### src/rtl/wbuf_loader.sv
// Purpose : converts a MEM_DATA_WIDTH word stream into weight-buffer writes, filling
//           every bank of a row before advancing the row address; a command (base row,
//           row count) starts a transfer, with busy status and a one-cycle done pulse.
// Latency : write strobe/addr/data registered, 1 cycle after the stream handshake.
// Backpres: s_data_ready is high for the whole LOAD state and never depends on s_data_valid;
//           bubbles on s_data_valid simply produce write-idle cycles.
// Ports   : clk/reset (async, active-high); cfg_start/cfg_base_addr/cfg_num_rows command;
//           s_data_valid/s_data_ready/s_data stream in; mem_write_req/addr/data buffer
//           write out; busy (not IDLE), done (one-cycle completion pulse).
module wbuf_loader #(
  parameter int MEM_DATA_WIDTH = 64,
  parameter int ARRAY_N        = 4,
  parameter int ARRAY_M        = 4,
  parameter int DATA_WIDTH     = 16,
  parameter int BUF_ADDR_WIDTH = 9,
  parameter int GROUP_SIZE     = (DATA_WIDTH * ARRAY_M) / MEM_DATA_WIDTH,
  parameter int NUM_BUFS       = ARRAY_N * GROUP_SIZE,
  parameter int BUF_ID_W       = $clog2(NUM_BUFS),
  parameter int MEM_ADDR_WIDTH = BUF_ADDR_WIDTH + BUF_ID_W
) (
  input  logic                      clk,
  input  logic                      reset,
  input  logic                      cfg_start,
  input  logic [BUF_ADDR_WIDTH-1:0] cfg_base_addr,
  input  logic [BUF_ADDR_WIDTH:0]   cfg_num_rows,
  input  logic                      s_data_valid,
  output logic                      s_data_ready,
  input  logic [MEM_DATA_WIDTH-1:0] s_data,
  output logic                      mem_write_req,
  output logic [MEM_ADDR_WIDTH-1:0] mem_write_addr,
  output logic [MEM_DATA_WIDTH-1:0] mem_write_data,
  output logic                      busy,
  output logic                      done
);

  // Bank counter keeps at least one bit so it exists when there is a single bank.
  localparam int ID_W = (BUF_ID_W > 0) ? BUF_ID_W : 1;

  typedef enum logic [1:0] {IDLE, LOAD, DONE} state_t;

  state_t                    state, state_nxt;
  logic [BUF_ADDR_WIDTH-1:0] row_addr;
  logic [BUF_ADDR_WIDTH:0]   rows_left;
  logic [ID_W-1:0]           buf_id;
  logic                      hs;
  logic                      last_buf;
  logic                      last_word;
  logic [MEM_ADDR_WIDTH-1:0] cur_addr;

  assign hs        = s_data_valid && s_data_ready;
  assign last_buf  = (buf_id == ID_W'(NUM_BUFS - 1));
  assign last_word = last_buf && (rows_left == (BUF_ADDR_WIDTH + 1)'(1));

  // With a single bank per row the bank field vanishes from the address.
  generate
    if (BUF_ID_W == 0) begin : g_no_id
      assign cur_addr = MEM_ADDR_WIDTH'(row_addr);
    end else begin : g_id
      assign cur_addr = {row_addr, buf_id[BUF_ID_W-1:0]};
    end
  endgenerate

  always_ff @(posedge clk or posedge reset) begin
    if (reset) state <= IDLE;
    else       state <= state_nxt;
  end

  always_comb begin
    state_nxt    = state;
    s_data_ready = 1'b0;
    busy         = 1'b1;
    done         = 1'b0;
    case (state)
      IDLE: begin
        busy = 1'b0;
        if (cfg_start) begin
          state_nxt = (cfg_num_rows == '0) ? DONE : LOAD;
        end
      end
      LOAD: begin
        s_data_ready = 1'b1;
        if (hs && last_word) state_nxt = DONE;
      end
      DONE: begin
        done      = 1'b1;
        state_nxt = IDLE;
      end
      default: state_nxt = IDLE;
    endcase
  end

  // Row/bank counters; rows_left counts completed rows down to zero.
  always_ff @(posedge clk or posedge reset) begin
    if (reset) begin
      row_addr  <= '0;
      rows_left <= '0;
      buf_id    <= '0;
    end else begin
      if (state == IDLE && cfg_start) begin
        row_addr  <= cfg_base_addr;
        rows_left <= cfg_num_rows;
        buf_id    <= '0;
      end else if (hs) begin
        if (last_buf) begin
          buf_id    <= '0;
          row_addr  <= row_addr + BUF_ADDR_WIDTH'(1);  // wraps modulo buffer depth
          rows_left <= rows_left - (BUF_ADDR_WIDTH + 1)'(1);
        end else begin
          buf_id <= buf_id + ID_W'(1);
        end
      end
    end
  end

  // Write port: strobe follows the handshake, addr/data hold between writes.
  always_ff @(posedge clk or posedge reset) begin
    if (reset) begin
      mem_write_req  <= 1'b0;
      mem_write_addr <= '0;
      mem_write_data <= '0;
    end else begin
      mem_write_req <= hs;
      if (hs) begin
        mem_write_addr <= cur_addr;
        mem_write_data <= s_data;
      end
    end
  end

endmodule

### config.mk
export PLATFORM = sky130hd
export DESIGN_NAME = wbuf_loader
export DESIGN_NICKNAME = d
export VERILOG_FILES = /design/src/rtl/wbuf_loader.sv
export SDC_FILE = /design/constraint.sdc
export NUM_CORES = 1
export LEC_CHECK = 0
export CORE_ASPECT_RATIO = 0.6
export CORE_MARGIN = 3
export CORE_UTILIZATION = 39
export CTS_CLUSTER_DIAMETER = 200
export CTS_CLUSTER_SIZE = 30
export DETAILED_ROUTE_END_ITERATION = 8
export GPL_TIMING_DRIVEN = 0
export PLACE_DENSITY = 0.8
export SYNTH_ARGS = -nofsm -noshare
export SYNTH_HDL_FRONTEND = slang
export SYNTH_SLANG_ARGS = --single-unit
### constraint.sdc
create_clock -name clk -period 3.35 [get_ports clk]
set_clock_uncertainty 0.1 [all_clocks]
set_input_delay 0.67 -clock clk [delete_from_list [all_inputs] [get_ports clk]]
set_output_delay 0.67 -clock clk [all_outputs]
set_load 0.05 [all_outputs]
==> results of run 1 <==
==> per-stage QoR <==
stage	hold slack (ps)	setup slack, ps	power (mW)	instance area, µm²
after detailed placement	387.0	1021	6.166	5981
after CTS	402.6	755.6	7.367	6322
after global routing	414.6	696.2	7.647	6322
after floorplan	402.4	1404	4.786	4120
after global placement	371.8	392.8	6.065	5941
final	388.5	760.6	7.289	6322
==> area by class of cell <==
class,instances,area [µm²],share of cell area
well taps,135,168.9,0.02672
flip-flops and latches,99,2477,0.3918
inverters,7,30.03,0.004750
clock buffers,10,229.0,0.03622
plain buffers,15,90.09,0.01425
multi-input cells,184,1523,0.2408
repair buffers,167,1692,0.2676
clock inverters,6,112.6,0.01781
==> sequential cells by signal, summed over array words and instances, names as in the netlist <==
| register | count |
|---|---|
| buf_id | 2 |
| rows_left | 10 |
| row_addr | 9 |
| mem_write_req | 1 |
| mem_write_addr | 11 |
| mem_write_data | 64 |
| state | 2 |
==> worst paths after layout <==
kind | from | to | slack (ps)
worst max-delay path | state[0] | s_data_ready | 760
worst min-delay path | mem_write_addr[8] | mem_write_addr[8] | 390
worst max register to register | buf_id[0] | rows_left[3] | 1580
worst min register to register | mem_write_addr[8] | mem_write_addr[8] | 390
max in group asynchronous | reset | mem_write_data[59] | 1770
min in group asynchronous | reset | mem_write_data[40] | 740
==> cells in the final DEF, fill, tap and decap left out, types with 2 or more instances in the layout <==
cell | synthesis | routed
o21ai_1 | 3 | 3
clkdlybuf4s50_1 | 0 | 165
xor2_1 | 11 | 11
inv_1 | 7 | 6
nor3_1 | 2 | 2
a21oi_1 | 4 | 4
buf_12 | 0 | 2
mux2_2 | 74 | 74
nand3_1 | 3 | 3
o21ai_0 | 12 | 12
xnor2_1 | 6 | 6
bufinv_16 | 0 | 3
ha_1 | 4 | 4
nor4_2 | 2 | 2
nand2_1 | 22 | 22
dfrtp_1 | 99 | 99
nor2_1 | 13 | 13
nand4_1 | 8 | 8
buf_2 | 11 | 11
clkbuf_1 | 1 | 2
nor4_1 | 4 | 4
nand4b_1 | 2 | 2
clkbuf_16 | 0 | 9
==> power by group <==
| group | internal (mW) | total, mW | switching [mW] |
|---|---|---|---|
| logic | 1.50 | 3.94 | 2.44 |
| clock network | 0.733 | 1.17 | 0.442 |
| registers | 1.79 | 2.17 | 0.385 |
==> worst register-to-register path: stages, from the launching register on <==
cell and delay [ps]:
dfrtp_1 400, ha_1 220, nand4b_1 280, nor4_1 370, xnor2_1 170, o21ai_0 100
==> per-layer routing <==
metal  wire length [µm]  GRT usage  vias up
li1                   -          -     1422
met1               4710     0.2444     1471
met2               4726     0.2863      125
met3                790    0.06072        8
met4                 65    0.03197        0
met5                  0          0        -
==> kinds of logic (layout without fill, tap and decap cells) <==
| family | after synthesis | in the layout | share of synthesized area |
|---|---|---|---|
| multiplexers | 75 | 75 | 0.2049 |
| buffers and inverters | 22 | 205 | 0.02826 |
| XOR/XNOR | 17 | 17 | 0.03617 |
| AND/OR/NAND/NOR | 64 | 64 | 0.08450 |
| flip-flops | 99 | 99 | 0.6018 |
| adder cells (fa/ha/maj) | 4 | 4 | 0.01216 |
| AO/OA/AOI/OAI | 24 | 24 | 0.03222 |
==> results.cfg, run 1 <==
[timing]
relSlewSlack = 0.4554
hold_viol_final = 0
finalCritPeriodShare = 0.7729
max_freq_mhz = 386.2
rsz0062_at_grt = no
final.setup.tns_ps = 0
setup_viol = 0
layout_min_cycle_time_ps = 2589
drv_slew = 0
worst_pin_slew_ps = 815.2

[synth]
synthArstFlopShare = 1.000
yosysTopAreaCell = dfrtp_1
ys.flop_type = dfrtp_1
synth_area_leaders = dfrtp_1, mux2_2, xor2_1
ys_types = 36
synthDominantCellAreaShare = 0.6018
synth_edf_count = 0
ys_top_cells_by_count = dfrtp_1, mux2_2, nand2_1
avgSynthCellArea_um2 = 13.50
synth-seq-cells = 99
syn-cell-area_um2 = 4116
yosysSeqAreaShare = 0.6018
yosysMostFrequentCell = dfrtp_1
syn-num-nets = 396
yosysWarnings = 0
synth_cells = 305

[cts]
numCtsBuffers = 9
hold_buffers = 0
cts-root-buf = clkbuf_16
tritoncts = yes
clk_pin_slew_ps = 70
post_cts_buffers = 0
cts_sinks = 99
cts.repair.resized = 0
clkLatencyLatePin_ps = 340
htree_levels = 3
clockBufferDepth = 2

[power_and_ir_drop]
ir_drop_v = 0.0009055
power.leakage_nw = 2.618
p_per_area_nw_per_um2 = 1153

[global_route]
grt_usage = 0.1793
grt_max_degree = 36
grt_pass1_wl_mm = 16.93
grt_pass1_vias = 3171
antenna_found_initial = 0
overflow = 0

[route]
totalWireLength_mm = 10.29
detail-route-antenna-nets = 0
drt_iter0_markers = 71
wire_per_inst_um = 16.52
viasPerCell = 4.857
vias = 3026
first_pass_iters = 4
drc_errors = 0

[finish]
instances_no_fill = 623
fillerInstances = 733
syn_to_final_growth_pct = 53.59
fin_util = 0.6288
final_nets = 574
final_layout_size_suffix_gt1_frac = 0.2275
antennaDiodeCount = 0

[die]
die_x_um = 138.6
core_um2 = 10050
start_util = 0.4094
die_y_um = 85.58
ioPinCount = 166
die_area_um2 = 11860
rows = 28

[run]
max_cap_violations = 0

[placed_design]
placedCellCount = 607
gp_congestion = 0.8065
hpwl_mm = 7.838
port_buffers = 165

[setup_path]
cp_top_family = buffers and inverters
crit_path_max_fanout = 6
crit_path_max_incr_delay_ps = 830
worstPathCellList = inv_1 -> nor2_1 -> clkdlybuf4s50_1
cp.depth = 3
criticalPathCategory = flop to primary output
cpMaxStageDelayCell = clkdlybuf4s50_1
start_kind = flop
cp.buffers_inverters = 2
arrival_ps = 1820
worstPathRequired_ps = 2580
reg2reg_depth = 5
cp-end-kind = primary output

[status]
outcome = finished clean

[min_path]
hold_class = flop to flop
whs_path_depth = 2
Power figures use the tool's default switching activity.
==> run 2: changes to the inputs <==
--- a/config.mk
+++ b/config.mk
@@ -7,12 +7,12 @@
 export LEC_CHECK = 0
 export CORE_ASPECT_RATIO = 0.6
 export CORE_MARGIN = 3
-export CORE_UTILIZATION = 39
+export CORE_UTILIZATION = 43
 export CTS_CLUSTER_DIAMETER = 200
 export CTS_CLUSTER_SIZE = 30
 export DETAILED_ROUTE_END_ITERATION = 8
 export GPL_TIMING_DRIVEN = 0
-export PLACE_DENSITY = 0.8
+export PLACE_DENSITY = 0.84
 export SYNTH_ARGS = -nofsm -noshare
 export SYNTH_HDL_FRONTEND = slang
 export SYNTH_SLANG_ARGS = --single-unit
==> constraint.sdc (replaced) <==
create_clock -name clk -period 2.41 [get_ports clk]
set_clock_uncertainty 0.1 [all_clocks]
set_input_delay 0.482 -clock clk [delete_from_list [all_inputs] [get_ports clk]]
set_output_delay 0.482 -clock clk [all_outputs]
set_load 0.05 [all_outputs]
==> results.cfg, run 2 (synthesis results as in run 1) <==
[timing]
finalCritPeriodShare = 0.9741
final.setup.tns_ps = 0
worst_pin_slew_ps = 719.5
hold_viol_final = 0
layout_min_cycle_time_ps = 2348
rsz0062_at_grt = no
setup_slack_ps = 62.49
relSlewSlack = 0.5193
max_freq_mhz = 426.0
drv_slew = 0
setup_viol = 0

[global_route]
overflow = 0
gr-max-usage-layer = met2
grt_usage = 0.2072
antenna_found_initial = 0
use_met1 = 0.2556
grt_pass1_wl_mm = 17.20
grt.met2_usage = 0.3354
grt_max_degree = 36
met3_usage = 0.08690
grt_pass1_vias = 3257

[die]
die_area_um2 = 10820
core_um2 = 8914
ioPinCount = 166
rows = 26
die_y_um = 81.79
die_x_um = 132.3
start_util = 0.4618

[route]
first_pass_iters = 4
viasPerCell = 5.026
drc_errors = 0
totalWireLength_mm = 10.88
detail-route-antenna-nets = 0
wire_per_inst_um = 17.73
drt_iter0_markers = 135
vias = 3086

[power_and_ir_drop]
ir_drop_v = 0.001038
power.leakage_nw = 2.633
p_per_area_nw_per_um2 = 1618

[finish]
largestRegisters = mem_write_data (64), mem_write_addr (11), rows_left (10)
largest_reg_flops = 64
final_layout_size_suffix_gt1_frac = 0.2254
final_cell_mix = clkdlybuf4s50_1, dfrtp_1, mux2_2
fin_util = 0.7085
regArea_um2 = 2477
top_register = mem_write_data
multi_input_area_um2 = 1523
mostFrequentLayoutCell = clkdlybuf4s50_1
antennaDiodeCount = 0
final_nets = 574
fillerInstances = 627
syn_to_final_growth_pct = 53.40

[setup_path]
crit_path_max_fanout = 6
worstPathRequired_ps = 1830
reg2reg_depth = 5
arrival_ps = 1770
cpMaxStageDelayCell = clkdlybuf4s50_1
worstPathCellList = nor2_1 -> inv_1 -> clkdlybuf4s50_1
crit_path_max_incr_delay_ps = 810
cp-end-kind = primary output
start_kind = flop
criticalPathCategory = flop to primary output

[cts]
htree_levels = 3
tritoncts = yes
cts_sinks = 99
clk_pin_slew_ps = 70
clockBufferDepth = 2
numCtsBuffers = 9
post_cts_buffers = 0
clkLatencyLatePin_ps = 340
cts-root-buf = clkbuf_16

[placed_design]
hpwl_mm = 8.316
gp_congestion = 0.8512
place_worst_setup_slack_ps = 211.6
port_buffers = 165

[run]
max_cap_violations = 0

[min_path]
hold_class = flop to flop
whs_path_depth = 2

[status]
outcome = finished clean
## run 2: cell count changes in the layout (fill, tap and decap cells not counted), sizes merged
cell	before	now
clkbuf	12	14
clkdlybuf4s50	165	163
clkinv	2	0
clkinvlp	1	2
dlygate4sd2	0	1
dlymetal6s2s	0	1
inv	7	6
## run 2: where the power goes
part	total, mW	switching [mW]	internal [mW]
sequential	3.03	0.545	2.49
combinational	5.54	3.46	2.08
clock	1.65	0.606	1.04
## run 2: layer usage
metal	vias up	wire (µm)
li1	1422	-
met1	1488	4656
met2	155	4998
met3	21	1040
met4	0	188
met5	-	0
## run 2: cell type report
class	count	share of cell area
Multi-Input combinational cell	184	0.2411
Sequential cell	99	0.3923
Tap cell	126	0.02497
Inverter	7	0.004755
Clock inverter	4	0.01545
Timing Repair Buffer	167	0.2681
Buffer	15	0.01427
Clock buffer	12	0.03903
## run 2: final timing paths
| check | slack (ps) | startpoint | end |
|---|---|---|---|
| max | 60 | state[0] | busy |
| min | 400 | mem_write_addr[8] | mem_write_addr[8] |
| max reg2reg | 630 | buf_id[1] | row_addr[8] |
| min reg2reg | 400 | mem_write_addr[8] | mem_write_addr[8] |
| max in group asynchronous | 1110 | reset | mem_write_data[10] |
| min in group asynchronous | 500 | reset | mem_write_addr[1] |
## run 2: worst max-delay path, delay by kind of cell, from the launching register on
family        cells  cell delay (ps)
buf+inv           2              870
flops             1              450
simple gates      1              100
## run 2: per-stage QoR
stage	hold slack [ps]	cells	total power [mW]	area, µm²
floorplan	402.4	305	6.653	4120
global placement	367.1	596	8.447	5929
detailed placement	375.6	598	8.614	5969
CTS	389.9	614	10.30	6312
global route	416.5	614	10.71	6315
finish	395.6	614	10.22	6315
## run 2: timing repair
item,in CTS,in global routing
hold buffers,0,0
hold endpoints to repair,0,0
gates resized for setup,1,1
setup endpoints to repair,1,1
